File: src/rtl/cond_status_unit.sv
// Per-context ARM condition-code evaluator with a single registered output stage.
// Each context holds {n,z,c,v}; a same-cycle flag write is bypassed into the evaluation.
module cond_status_unit #(
    parameter int NUM_CTX  = 4,
    parameter int CTX_W    = 2,
    parameter int CNT_W    = 16,
    parameter int NV_AS_AL = 0
) (
    input  logic             clk,
    input  logic             rst,
    input  logic             validIn,
    input  logic [CTX_W-1:0] ctxIn,
    input  logic [3:0]       condIn,
    input  logic             stall,
    input  logic             flush,
    input  logic             statusWe,
    input  logic [CTX_W-1:0] statusCtx,
    input  logic [3:0]       statusIn,
    output logic             validOut,
    output logic             condOut,
    output logic [CTX_W-1:0] ctxOut,
    output logic [3:0]       statusOut,
    output logic [CNT_W-1:0] execCount,
    output logic [CNT_W-1:0] skipCount
);

    localparam logic [CNT_W-1:0] CNT_ONE = 1;
    localparam logic [CNT_W-1:0] CNT_MAX = '1;

    logic [3:0]       r_flags [NUM_CTX];
    logic             r_valid;
    logic             r_cond;
    logic [CTX_W-1:0] r_ctx;
    logic [CNT_W-1:0] r_exec;
    logic [CNT_W-1:0] r_skip;

    logic       w_ctx_ok;
    logic       w_bypass;
    logic [3:0] w_stored;
    logic [3:0] w_eff;
    logic       w_eval;
    logic       w_n, w_z, w_c, w_v;
    logic       w_load;

    // Out-of-range contexts match no flag register, so they read as zero.
    always_comb begin
        w_stored = 4'b0000;
        for (int i = 0; i < NUM_CTX; i++) begin
            if (32'(ctxIn) == i) w_stored = r_flags[i];
        end
    end

    assign w_ctx_ok  = (32'(ctxIn) < NUM_CTX);
    assign w_bypass  = statusWe && (statusCtx == ctxIn) && w_ctx_ok;
    assign w_eff     = w_bypass ? statusIn : w_stored;
    assign statusOut = w_eff;
    assign {w_n, w_z, w_c, w_v} = w_eff;

    always_comb begin
        w_eval = 1'b0;
        case (condIn)
            4'b0000: w_eval = w_z;
            4'b0001: w_eval = ~w_z;
            4'b0010: w_eval = w_c;
            4'b0011: w_eval = ~w_c;
            4'b0100: w_eval = w_n;
            4'b0101: w_eval = ~w_n;
            4'b0110: w_eval = w_v;
            4'b0111: w_eval = ~w_v;
            4'b1000: w_eval = w_c & ~w_z;
            4'b1001: w_eval = ~w_c | w_z;
            4'b1010: w_eval = (w_n == w_v);
            4'b1011: w_eval = (w_n != w_v);
            4'b1100: w_eval = ~w_z & (w_n == w_v);
            4'b1101: w_eval = w_z | (w_n != w_v);
            4'b1110: w_eval = 1'b1;
            default: w_eval = (NV_AS_AL != 0);
        endcase
    end

    // Flag writes ignore stall/flush; writes to nonexistent contexts are dropped.
    always_ff @(posedge clk or negedge rst) begin
        if (!rst) begin
            for (int i = 0; i < NUM_CTX; i++) r_flags[i] <= 4'b0000;
        end else begin
            for (int i = 0; i < NUM_CTX; i++) begin
                if (statusWe && (32'(statusCtx) == i)) r_flags[i] <= statusIn;
            end
        end
    end

    assign w_load = !flush && !stall;

    always_ff @(posedge clk or negedge rst) begin
        if (!rst) begin
            r_valid <= 1'b0;
            r_cond  <= 1'b0;
            r_ctx   <= '0;
            r_exec  <= '0;
            r_skip  <= '0;
        end else if (flush) begin
            r_valid <= 1'b0;
            r_cond  <= 1'b0;
        end else if (w_load) begin
            r_valid <= validIn;
            r_ctx   <= ctxIn;
            r_cond  <= validIn & w_eval;
            if (validIn && w_eval && (r_exec != CNT_MAX)) r_exec <= r_exec + CNT_ONE;
            if (validIn && !w_eval && (r_skip != CNT_MAX)) r_skip <= r_skip + CNT_ONE;
        end
    end

    assign validOut  = r_valid;
    assign condOut   = r_cond;
    assign ctxOut    = r_ctx;
    assign execCount = r_exec;
    assign skipCount = r_skip;

endmodule

File: config.mk
export PLATFORM = sky130hd
export DESIGN_NAME = cond_status_unit
export DESIGN_NICKNAME = d
export VERILOG_FILES = /design/src/rtl/cond_status_unit.sv
export SDC_FILE = /design/constraint.sdc
export NUM_CORES = 1
export LEC_CHECK = 0
export BUFFER_PORTS_ARGS = -buffer_cell sky130_fd_sc_hd__buf_2
export CORE_MARGIN = 4
export CORE_UTILIZATION = 55
export CTS_CLUSTER_DIAMETER = 80
export DETAILED_ROUTE_END_ITERATION = 8
export GPL_TIMING_DRIVEN = 0
export PLACE_DENSITY = 0.87
export SKIP_LAST_GASP = 1
export SLEW_MARGIN = 20
export SYNTH_ARGS = -nofsm -noshare
export SYNTH_HDL_FRONTEND = slang
export SYNTH_SLANG_ARGS = --single-unit
File: constraint.sdc
create_clock -name clk -period 3.6 [get_ports clk]
set_clock_uncertainty 0.2 [all_clocks]
set_input_delay 0 -clock clk [delete_from_list [all_inputs] [get_ports clk]]
set_output_delay 0 -clock clk [all_outputs]
set_load 0.01 [all_outputs]
==> results of run 1 <==
==> state kept, by name (all words and copies together) (netlist names) <==
| register | flops |
|---|---|
| execCount | 16 |
| r_flags | 16 |
| skipCount | 16 |
| ctxOut | 2 |
| condOut | 1 |
| validOut | 1 |
==> kinds of logic (layout without fill, tap and decap cells) <==
family | Yosys count | count (layout)
and+or+nand+nor | 91 | 91
DFF | 52 | 52
xor gates and xnor gates | 35 | 35
muxes | 32 | 32
buffers and inverters | 14 | 87
AOI/OAI and AO/OA | 11 | 11
adders and majority gates | 2 | 2
==> worst min-delay path by stage <==
stage	end	slack, ns
floorplan	condOut	-0.50
global placement	validOut	-0.003
detailed placement	r_flags[7]	-0.13
CTS	r_flags[15]	0.02
global route	r_flags[15]	0.02
finish	r_flags[15]	0.03
==> cells in the final DEF, fill, tap and decap left out, types with 6 or more instances in the layout <==
master / count
sky130_fd_sc_hd__xnor2_1: 19
sky130_fd_sc_hd__and3_1: 14
sky130_fd_sc_hd__dlygate4sd3_1: 11
sky130_fd_sc_hd__buf_2: 53
sky130_fd_sc_hd__dfrtp_1: 52
sky130_fd_sc_hd__clkbuf_8: 6
sky130_fd_sc_hd__mux2_2: 24
sky130_fd_sc_hd__nand3_1: 22
sky130_fd_sc_hd__nor4_2: 6
sky130_fd_sc_hd__xor2_1: 15
sky130_fd_sc_hd__nor2_1: 7
sky130_fd_sc_hd__nand4_1: 8
sky130_fd_sc_hd__nor3_1: 9
==> power by group through the flow <==
stage	combinational (mW)	sequential, mW	clock, mW
2_1_floorplan	0.246	0.757	0
4_1_cts	0.419	0.739	0.354
3_3_place_gp	0.393	0.742	0
5_1_grt	0.453	0.749	0.385
6_report	0.414	0.739	0.344
3_5_place_dp	0.407	0.750	0
==> worst max-delay path, delay by kind of cell <==
family	cells	cell delay, ns
compound gates	1	0.12
simple gates	3	0.91
xor+xnor	1	0.23
buf+inv	2	0.69
mux	3	1.17
==> metal layers <==
metal	vias up	wire, um	part of all wire (%)	track usage (%)
li1	1016	-	-	-
met1	1092	2746	44	28.19
met2	70	3021	49	33.77
met3	13	313	5.0	4.063
met4	0	126	2.0	7.095
met5	-	0	0	0
==> metrics by stage <==
step	power [mW]	worst slack [ns]
detailed placement	1.157	0.5212
global route	1.587	0.3570
CTS	1.511	0.4670
finish	1.497	0.4661
floorplan	1.003	0.7394
global placement	1.135	0.5644
==> cell type report <==
| class | count | area share (%) |
|---|---|---|
| Timing Repair Buffer | 65 | 11.24 |
| Clock buffer | 7 | 2.535 |
| Buffer | 9 | 1.874 |
| Multi-Input combinational cell | 171 | 42.91 |
| Sequential cell | 52 | 38.21 |
| Inverter | 5 | 0.5511 |
| Clock inverter | 1 | 0.2204 |
| Tap cell | 67 | 2.461 |
==> summary by stage, run 1 <==
Status
The run finished with clean final reports.

Cells and area
The multi-input combinational cells in the finished layout cover a total of about 0.0015 mm^2. Fill cells in the final layout number 374. Summing all non-filler instances in the final layout gives an area of 0.003406 mm^2. The repair_antennas step left the layout with diodes totalling 0.

From synthesis to final layout, the design area changed by 19.70%. The final cell count without fillers is between 300 and 400. Summing all flip-flop and latch instances after layout gives about 0.0013 mm^2. The ratio of cells with drive above 1 in the final layout is between 30% and 40%. At the end of the flow the core is filled with cells to between 60% and 70%. The final layout contains ~330 nets.

STA
The max-slew violation count is 0. Derived from the worst setup path, the maximum achievable clock frequency is 0.3191 GHz. The number of endpoints with negative hold slack in the final report is 0. The final cycle utilization of the critical path is between 80% and 90%. Counting I/O delays and the setup requirement, the final critical path takes roughly 3.1 ns. The worst hold slack is 0.02568 ns. The number of setup violations in the final report is 0. The normalized max-slew margin is between 40% and 50%. For the pin with the worst max-slew slack, the measured transition is slightly below 0.8 ns. Setup repair after global routing left no endpoint under its margin. The total negative slack is 0 ns.

Global routing
The maximum number of pins on one net before global-route repair is 53. The total routing resource utilization after global routing is a little over a fifth. The total global routing overflow is 0.

The number of antenna violations at the first check in global routing came to 0. The number of global-route vias before repair is approximately 2200. The first global-routing pass estimated 10440 um of wire.

Setup path
For flop-to-flop paths, the worst setup slack is about 0.50 ns. The worst-path cell with the longest stage delay is sky130_fd_sc_hd__dlygate4sd3_1. The worst setup path endpoint is execCount[1]. The startpoint of the worst register-to-register path is r_flags[0]. The worst setup path is captured at a flop.

The delay of the slowest cell on the worst path is 0.55 ns. Walking the worst path, the cells encountered are dlygate4sd3_1 -> buf_6 -> mux4_2 -> xnor2_2 -> a211oi_1 -> or4_1 -> mux2i_1 -> nor4_4 -> nor3_1 -> mux2_2. The kind of critical path is in2reg. The critical path launch point type is an input port.

The data required time at the worst endpoint is roughly 3.6 ns. The data arrival time of the critical path is approximately 3.1 ns. The worst-case reg-to-reg path depth is 8.

In this run the critical register-to-register path is captured at execCount[1]. The origin of the worst setup path is ctxIn[0]. Along the worst path, the maximum fanout reaches 6.

Clocking
The TritonCTS sink count is 52. Buffers inserted to repair hold after CTS numbered 11. The clock tree buffer depth is 2.

Clock-pin slew was measured on the worst setup and hold paths at ~0.090 ns. The H-tree was split into 2 levels. The number of CTS-inserted buffers is 5. The master cell of the clock root buffer is sky130_fd_sc_hd__clkbuf_8. The number of buffers inserted by post-CTS setup repair is 0. In this run, post-CTS repair resized a total of 0 instances.

The TritonCTS clock tree is yes. The clock latency on the worst-skew pair is roughly 0.31 ns.

Synth
Sorting the synthesized cells by area gives the leading types as sky130_fd_sc_hd__dfrtp_1 46%, sky130_fd_sc_hd__mux2_2 9.5%, sky130_fd_sc_hd__xnor2_1 5.8%. Yosys mapped a number of flops with a built-in enable equal to 0. In this run the biggest area consumer among cell types represents a little under half of the synthesized area.

In this run the cell area of the synthesized design comes to ~0.0028 mm^2. The largest total area in the synthesized netlist belongs to sky130_fd_sc_hd__dfrtp_1. After synthesis, the largest family of logic cells by area is simple AND/OR/NAND/NOR gates. The cell count after synthesis came out at 237.

Counting every net in the synthesized netlist gives 257. The count of yosys warnings during synthesis is 0. The netlist uses 44 different library cells. After Yosys synthesis, full adders, half adders and majority gates account for less than 1% of the synthesized area. Counting instances in the post-synthesis netlist gives the leading cell types as 52 x sky130_fd_sc_hd__dfrtp_1, 24 x sky130_fd_sc_hd__mux2_2, 22 x sky130_fd_sc_hd__nand3_1. The xor and xnor area share after synthesis is ~11%. The number of flip-flops and latches in the synthesized netlist is between 50 and 60. For this run, the register share of the synthesized area comes to 45.73%. The most used flip-flop cell after synthesis is sky130_fd_sc_hd__dfrtp_1. Multiplexer cells account for 14.25% of the synthesized area. The synthesized netlist devotes 22.34% of its cell area to simple gates. The most numerous cell in the Yosys netlist is sky130_fd_sc_hd__dfrtp_1. Summing the areas of all compound-gate instances in the mapped netlist gives 2.858% of the synthesized area.

The async set-or-reset flop fraction in the synthesized netlist is 100.0%. In this run the mean area of a mapped cell was roughly 12 um^2.

Die
The core area is about 0.0049 mm^2. In this run the vertical extent of the chip is approximately 80 um. The die is 79.93 um wide. The die area is approximately 0.0064 mm^2. In this run the count of I/O pins placed on the die edge is a little under 60. The initial utilization of the core area, before any placement, comes to 58.31%. The row count is 25.

Placement
The congestion estimate from routability-driven global placement came to approximately 0.87. The HPWL after detailed placement is 4452 um. Once placement finished, the instance area stood at roughly 0.0032 mm^2. The number of cells in the design after placement is between 300 and 400. The count of buffers added on input and output ports is 54.

Power
The internal power component is 1.026 mW. In this run the power density over the cells is 439.5 mW/mm^2. The leakage power is between 1.5 and 2 nW.

The share of total power in combinational logic is 27.7%. The switching power is around 0.47 mW. The maximum ir drop on the vdd rail is 0.2721 mV. The proportion of power drawn by the clock network is approximately 23%.

The portion of total power attributed to sequential cells is 49.3%. The switching fraction of total power is about a third.

Min path
The worst hold path begins at statusCtx[1]. The path class of the tightest hold or removal check is in2reg. The worst hold path depth is 3.

Route
The total iterations of the first detailed-routing run is 4. The count of antenna-violating nets left after detailed routing is 0. The detailed router placed approximately 2200 vias in this run.

For this block, the routed nets add up to between 6000 and 7000 um of wire. After detailed routing, the number of vias per cell comes to around 5.8. The remaining design rule violation count is 0. The per-cell routed wire length is 16.47 um. The first-iteration detailed-routing DRC count is 192.

Flow run
The count of max-cap constraint violations is 0.
No activity file was read; power rests on OpenSTA's default activity.
==> run 2: changes to the inputs <==
--- a/config.mk
+++ b/config.mk
@@ -7,11 +7,12 @@
 export LEC_CHECK = 0
 export BUFFER_PORTS_ARGS = -buffer_cell sky130_fd_sc_hd__buf_2
 export CORE_MARGIN = 4
-export CORE_UTILIZATION = 55
+export CORE_UTILIZATION = 57
+export CTS_BUF_LIST = sky130_fd_sc_hd__clkbuf_4
 export CTS_CLUSTER_DIAMETER = 80
 export DETAILED_ROUTE_END_ITERATION = 8
 export GPL_TIMING_DRIVEN = 0
-export PLACE_DENSITY = 0.87
+export PLACE_DENSITY_LB_ADDON = 0.3
 export SKIP_LAST_GASP = 1
 export SLEW_MARGIN = 20
 export SYNTH_ARGS = -nofsm -noshare
==> run 2 against run 1 <==
Effect of this change:
- flip-flop and latch count is the same
- via count is 0.55% lower
- non-clock buffer count rose by 9
- global-route usage rose by 0.48 points
- sequential power decreased by 0.7%
- setup slack gained 0.042 ns
- combinational power up 2%
- largest power group unchanged
==> summary by stage, run 2 (synthesized netlist as in run 1, its figures left out) <==
Setup path
The origin of the worst setup path is r_flags[0] (was ctxIn[0]). The minimum setup slack among reg-to-reg paths is 0.51 ns (was 0.50 ns). Critical path, cell by cell: mux4_2 -> xnor2_2 -> a211oi_1 -> or4_1 -> mux2i_1 -> nor4_4 -> nor3_1 -> mux2_2 (was dlygate4sd3_1 -> buf_6 -> mux4_2 -> xnor2_2 -> a211oi_1 -> or4_1 -> mux2i_1 -> nor4_4 -> nor3_1 -> mux2_2).

The critical path launch point type is a flop (was input port). The critical register-to-register path endpoint was execCount[1] (unchanged). The delay of the slowest cell on the worst path is 0.52 ns (was 0.55 ns). The startpoint of the worst register-to-register path was r_flags[0] (unchanged). The worst-path cell with the longest stage delay is sky130_fd_sc_hd__mux4_2 (was sky130_fd_sc_hd__dlygate4sd3_1). The endpoint type of the worst setup path is a flop (unchanged). The largest fanout of any net on the critical path is 4 (was 6). The kind of critical path was reg2reg (was in2reg). The worst-case reg-to-reg path depth was 8 (unchanged). The largest delay contributor family on the critical path is multiplexers (unchanged). The data arrival time of the critical path is 3.15 ns (was 3.13 ns).

The data required time at the worst endpoint is 3.66 ns (was 3.59 ns). The buffer and inverter count on the worst path is 0 (was 2).

Route
The remaining design rule violation count was 0 (unchanged). The first-iteration detailed-routing DRC count is 142 (was 192). The count of antenna-violating nets left after detailed routing is 0 (unchanged).

The sum of routed wire length over all layers was 6068 um (was 6208 um). The total iterations of the first detailed-routing run is 4 (unchanged). The via density per instance is 5.645 (was 5.812). The number of vias in the routed layout is 2179 (was 2191).

The per-cell routed wire length was 15.72 um (was 16.47 um).

Cells and area
The area added between synthesis and finish was 22.21% (was 19.70%). The final antenna diode count was 0 (unchanged). The commonest non-fill, non-tap cell in the layout is sky130_fd_sc_hd__buf_2 (unchanged). The number of nets in the finished design was 338 (was 329). Commonest cells after routing, fill and taps aside: 53 x sky130_fd_sc_hd__buf_2, 52 x sky130_fd_sc_hd__dfrtp_1, 24 x sky130_fd_sc_hd__mux2_2, 22 x sky130_fd_sc_hd__nand3_1, 20 x sky130_fd_sc_hd__dlygate4sd3_1 (was 53 x sky130_fd_sc_hd__buf_2, 52 x sky130_fd_sc_hd__dfrtp_1, 24 x sky130_fd_sc_hd__mux2_2, 22 x sky130_fd_sc_hd__nand3_1, 19 x sky130_fd_sc_hd__xnor2_1).

The total of fill cells in the finished design was 359 (was 374). The final cell count without fillers is 386 (was 377). The ratio of cells with drive above 1 in the final layout was 33.54% (was 34.84%). The core occupancy in the finished layout came to 72.65% (was 69.79%).

Die
The effective utilization at floorplan is 59.45% (was 58.31%). The die area is 0.006186 mm^2 (was 0.006388 mm^2). The I/O pin count is 58 (unchanged). The width of the die is 78.65 um (was 79.93 um). The chip height is 78.65 um (was 79.93 um). The core area is 0.004786 mm^2 (was 0.004880 mm^2).

The row count was 25 (unchanged).

Status
Outcome: finished, final reports clean (unchanged).

Flow run
The count of max-cap constraint violations is 0 (unchanged).

STA
The pin slew with the least headroom to its limit is 0.7536 ns (was 0.7925 ns). The maximum frequency from static timing analysis is 0.3235 GHz (was 0.3191 GHz). The total negative slack is 0 ns (unchanged).

The normalized max-slew margin is 49.76% (was 47.16%). The max-slew violation count is 0 (unchanged). The final cycle utilization of the critical path is 85.87% (was 87.05%). RSZ-0062 raised after global routing: false (unchanged). The number of endpoints with negative hold slack in the final report is 0 (unchanged). The final critical delay including setup and external delays came to 3.091 ns (was 3.134 ns). The number of setup violations in the final report is 0 (unchanged).

Clocking
The number of buffers inserted by hold repair at cts is 20 (was 11). The clock tree buffer depth is 2 (unchanged). The clock-pin slew on the worst setup and hold paths is 0.14 ns (was 0.09 ns).

The number of CTS-inserted buffers came to 5 (unchanged). The clock latency on the worst-skew pair came to 0.37 ns (was 0.31 ns). The number of H-tree levels came to 2 (unchanged).

The master cell of the clock root buffer is sky130_fd_sc_hd__clkbuf_4 (was sky130_fd_sc_hd__clkbuf_8). The TritonCTS clock tree is yes (unchanged). The number of buffers inserted by post-CTS setup repair is 0 (unchanged). The post-cts resize count is 0 (unchanged). The TritonCTS sink count is 52 (unchanged).

Global routing
The number of global-route vias before repair came to 2203 (was 2198). The total routing resource utilization after global routing is 21.41% (was 20.92%). The number of antenna violations at the first check in global routing is 0 (unchanged).

The maximum number of pins on one net before global-route repair came to 42 (was 53). The global-route wire length before repair is 10410 um (was 10440 um). The total global routing overflow is 0 (unchanged).

Placement
The HPWL after detailed placement is 4286 um (was 4452 um). The number of cells in the design after placement is 358 (unchanged). The weighted congestion reported at the end of routability-driven placement is 0.8246 (was 0.8671). The port buffer count is 54 (unchanged).

Power
The maximum ir drop on the vdd rail came to 0.3316 mV (was 0.2721 mV). The power density of the placed cells is 424.6 mW/mm^2 (was 439.5 mW/mm^2). The leakage power was 1.656 nW (was 1.622 nW).

Min path
The hold-critical path endpoint was skipCount[5] (was r_flags[15]). The worst hold path depth is 6 (was 3). The class of the most critical hold timing path was in2reg (unchanged). The worst min-delay path startpoint is condIn[1] (was statusCtx[1]).
[run 2: cell types whose count changed in the layout (fill, tap and decap cells not counted), sizes merged]
cell / previous run / this run
bufinv: 0 / 1
clkinvlp: 1 / 0
clkinv: 0 / 2
clkbuf: 11 / 9
dlygate4sd3: 11 / 20
[run 2: routing by layer]
layer	routed length, um	vias to the layer above	GRT usage [%]
li1	-	1034	-
met1	2815	1072	29.80
met2	2845	63	33.96
met3	332	10	4.702
met4	74	0	5.594
met5	0	-	0
[run 2: worst max-delay path by stage]
stage	to	cells after the start	slack, ns
after floorplan	skipCount[1]	8	0.74
after global placement	execCount[1]	8	0.56
after detailed placement	execCount[1]	8	0.54
after CTS	execCount[1]	8	0.51
after global routing	skipCount[1]	9	0.37
final	execCount[1]	8	0.51
[run 2: power by group]
part / switching (mW) / internal, mW
Combinational: 0.212 / 0.211
Clock: 0.177 / 0.142
Sequential: 0.0680 / 0.666
Total: 0.457 / 1.02
[run 2: metrics by stage]
| stage | cell area [um^2] | hold WS (ns) | setup WS (ns) | total power [mW] |
|---|---|---|---|---|
| floorplan | 2845 | -0.4956 | 0.7394 | 1.003 |
| global placement | 3199 | -0.002172 | 0.5606 | 1.134 |
| detailed placement | 3202 | -0.1224 | 0.5417 | 1.150 |
| CTS | 3477 | 0.1932 | 0.5145 | 1.488 |
| global route | 3477 | 0.1991 | 0.3659 | 1.571 |
| finish | 3477 | 0.2200 | 0.5085 | 1.476 |
[run 2: layout make-up]
| type | instances | area (um^2) | area share [%] |
|---|---|---|---|
| multi-input cells | 171 | 1461 | 42.03 |
| flip-flops and latches | 52 | 1301 | 37.42 |
| repair buffers | 74 | 473.0 | 13.60 |
| well taps | 67 | 83.83 | 2.411 |
| plain buffers | 9 | 63.81 | 1.835 |
| clock buffers | 5 | 37.54 | 1.080 |
| clock inverters | 3 | 37.54 | 1.080 |
| inverters | 5 | 18.77 | 0.5398 |
[run 2: worst register-to-register path, cell delays in order, from the launching register on]
cell and delay, ns:
sky130_fd_sc_hd__dfrtp_1 0.41, sky130_fd_sc_hd__mux4_2 0.52, sky130_fd_sc_hd__xnor2_2 0.23, sky130_fd_sc_hd__a211oi_1 0.11
sky130_fd_sc_hd__or4_1 0.40, sky130_fd_sc_hd__mux2i_1 0.24, sky130_fd_sc_hd__nor4_4 0.11, sky130_fd_sc_hd__nor3_1 0.38
sky130_fd_sc_hd__mux2_2 0.39
==> run 3: changes to the inputs <==
--- a/config.mk
+++ b/config.mk
@@ -6,7 +6,6 @@
 export NUM_CORES = 1
 export LEC_CHECK = 0
 export BUFFER_PORTS_ARGS = -buffer_cell sky130_fd_sc_hd__buf_2
-export CORE_MARGIN = 4
 export CORE_UTILIZATION = 57
 export CTS_BUF_LIST = sky130_fd_sc_hd__clkbuf_4
 export CTS_CLUSTER_DIAMETER = 80
==> run 3 against run 2 <==
Effect of this change:
- the flow now finishes with violations (negative hold slack)
- worst hold slack worse by 0.23 ns
- non-clock buffer count shrank 3
- sequential share of layout area increased by 0.60 points
- setup slack gained 0.0098 ns
- critical endpoint is now skipCount[1]
- highest routed layer unchanged
==> summary by stage, run 3 (synthesized netlist as in run 1, its figures left out) <==
Route
The count of antenna-violating nets left after detailed routing came to 0 (unchanged). The per-cell routed wire length is 15.89 um (was 15.72 um). The number of vias in the routed layout is 2199 (was 2179).

The sum of routed wire length over all layers was 6071 um (was 6068 um). The remaining design rule violation count came to 0 (unchanged). The first-iteration detailed-routing DRC count is 100 (was 142). The total iterations of the first detailed-routing run was 4 (unchanged). The via density per instance is 5.757 (was 5.645).

STA
The number of endpoints with negative hold slack in the final report is 8 (was 0). The worst hold slack is -0.01159 ns (was 0.2200 ns). The pin slew with the least headroom to its limit was 0.7715 ns (was 0.7536 ns). The total negative slack came to 0 ns (unchanged).

The final cycle utilization of the critical path came to 85.60% (was 85.87%). RSZ-0062 raised after global routing: false (unchanged). The final critical delay including setup and external delays is 3.082 ns (was 3.091 ns).

The maximum frequency from static timing analysis is 0.3245 GHz (was 0.3235 GHz). The normalized max-slew margin is 48.57% (was 49.76%). The max-slew violation count was 0 (unchanged).

The number of setup violations in the final report is 0 (unchanged).

Clocking
The clock-pin slew on the worst setup and hold paths is 0.14 ns (about the same). The number of H-tree levels is 2 (unchanged). The number of CTS-inserted buffers is 5 (unchanged). The clock tree buffer depth was 2 (unchanged).

The clock latency on the worst-skew pair is 0.37 ns (about the same). The number of buffers inserted by hold repair at cts is 17 (was 20). The master cell of the clock root buffer is sky130_fd_sc_hd__clkbuf_4 (unchanged).

The TritonCTS sink count is 52 (unchanged). The TritonCTS clock tree is yes (unchanged). The number of buffers inserted by post-CTS setup repair is 0 (unchanged). The post-cts resize count is 0 (unchanged).

Cells and area
The core occupancy in the finished layout came to 71.97% (was 72.65%). The final cell count without fillers is 382 (was 386). The final antenna diode count was 0 (unchanged).

The commonest non-fill, non-tap cell in the layout is sky130_fd_sc_hd__buf_2 (unchanged). The total of fill cells in the finished design came to 347 (was 359). The number of nets in the finished design came to 335 (was 338).

The area added between synthesis and finish is 20.27% (was 22.21%). The ratio of cells with drive above 1 in the final layout is 34.29% (was 33.54%). Commonest cells after routing, fill and taps aside: 53 x sky130_fd_sc_hd__buf_2, 52 x sky130_fd_sc_hd__dfrtp_1, 24 x sky130_fd_sc_hd__mux2_2, 22 x sky130_fd_sc_hd__nand3_1, 19 x sky130_fd_sc_hd__xnor2_1 (was 53 x sky130_fd_sc_hd__buf_2, 52 x sky130_fd_sc_hd__dfrtp_1, 24 x sky130_fd_sc_hd__mux2_2, 22 x sky130_fd_sc_hd__nand3_1, 20 x sky130_fd_sc_hd__dlygate4sd3_1). The finished layout cell area came to 0.003422 mm^2 (was 0.003477 mm^2).

Status
Outcome: complete, but fails checks (was finished, final reports clean). The checks that failed: negative hold slack.

Setup path
Critical path, cell by cell: mux4_2 -> xnor2_2 -> a211oi_1 -> or4_1 -> mux2i_1 -> nor4_4 -> buf_6 -> nand2_1 -> mux2_1 (was mux4_2 -> xnor2_2 -> a211oi_1 -> or4_1 -> mux2i_1 -> nor4_4 -> nor3_1 -> mux2_2). The minimum setup slack among reg-to-reg paths was 0.52 ns (was 0.51 ns). The worst-path cell with the longest stage delay is sky130_fd_sc_hd__mux4_2 (unchanged).

The endpoint type of the worst setup path was a flop (unchanged). The data arrival time of the critical path is 3.14 ns (was 3.15 ns). The data required time at the worst endpoint is 3.66 ns (about the same). The largest fanout of any net on the critical path is 10 (was 4). The critical path launch point type is a flop (unchanged).

The largest delay contributor family on the critical path was multiplexers (unchanged). The kind of critical path is reg2reg (unchanged). The buffer and inverter count on the worst path came to 1 (was 0). The delay of the slowest cell on the worst path is 0.52 ns (about the same).

Global routing
The total routing resource utilization after global routing is 24.98% (was 21.41%). The maximum number of pins on one net before global-route repair came to 53 (was 42). The number of antenna violations at the first check in global routing was 0 (unchanged). The number of global-route vias before repair is 2193 (was 2203).

The total global routing overflow was 0 (unchanged). The global-route wire length before repair is 10140 um (was 10410 um).

Placement
The number of cells in the design after placement is 358 (unchanged). The weighted congestion reported at the end of routability-driven placement is 0.8562 (was 0.8246). The area after detailed placement is 0.003202 mm^2 (unchanged). The HPWL after detailed placement is 4344 um (was 4286 um). The port buffer count came to 54 (unchanged).

Die
The chip height is 72.65 um (was 78.65 um). The width of the die is 72.65 um (was 78.65 um). The I/O pin count is 58 (unchanged).

The die area was 0.005278 mm^2 (was 0.006186 mm^2). The effective utilization at floorplan is 59.84% (was 59.45%). The core area is 0.004755 mm^2 (was 0.004786 mm^2).

The row count came to 25 (unchanged).

Power
The total power consumption of the routed design is 1.414 mW (was 1.476 mW). The maximum ir drop on the vdd rail is 0.2538 mV (was 0.3316 mV). The power density of the placed cells is 413.3 mW/mm^2 (was 424.6 mW/mm^2). The leakage power is 1.634 nW (was 1.656 nW).

Flow run
The count of max-cap constraint violations is 0 (unchanged).

Min path
The class of the most critical hold timing path is in2async (was in2reg).
run 3: metal layers:
metal / part of all wire, % / global-route usage (%)
met1: 47 / 35.27
met2: 47 / 39.25
met3: 3.7 / 3.867
met4: 1.7 / 9.368
met5: 0 / 0
run 3: metrics by stage:
step	hold WS, ns	setup slack [ns]
after floorplan	-0.4956	0.7394
after global placement	-0.002334	0.5760
after detailed placement	-0.1184	0.5418
after CTS	0.008587	0.5222
after global routing	0.05610	0.3428
final	-0.01159	0.5183
run 3: layout make-up:
type,count,area [um^2],share of cell area [%]
Multi-Input combinational cell,171,1461,42.71
Sequential cell,52,1301,38.03
Timing Repair Buffer,71,442.9,12.94
Tap cell,67,83.83,2.450
Buffer,9,63.81,1.865
Clock buffer,6,45.04,1.316
Inverter,5,18.77,0.5484
Clock inverter,1,5.005,0.1463
run 3: final timing paths:
check                                endpoint          start  cells after the start
worst max-delay path             skipCount[1]     r_flags[0]                      9
worst min-delay path              r_flags[12]            rst                      2
worst max register to register   skipCount[1]     r_flags[0]                      9
worst min register to register  execCount[10]  execCount[10]                      1
max in group asynchronous        skipCount[0]            rst                      2
min in group clk                skipCount[12]      condIn[2]                      6
run 3: worst reg2reg max path: cells and delay by family (launching register included):
family / cells / cell delay (ns)
AOI/OAI and AO/OA: 1 / 0.30
xor gates and xnor gates: 1 / 0.18
buffers and inverters: 1 / 0.24
DFF: 1 / 0.41
muxes: 3 / 0.95
and+or+nand+nor: 3 / 0.71
run 3: report_power, final:
part,switching (mW),internal [mW],total (mW),leakage (nW)
clock,0.179,0.0800,0.259,0.0315
sequential,0.0711,0.666,0.737,0.675
combinational,0.211,0.208,0.419,0.928
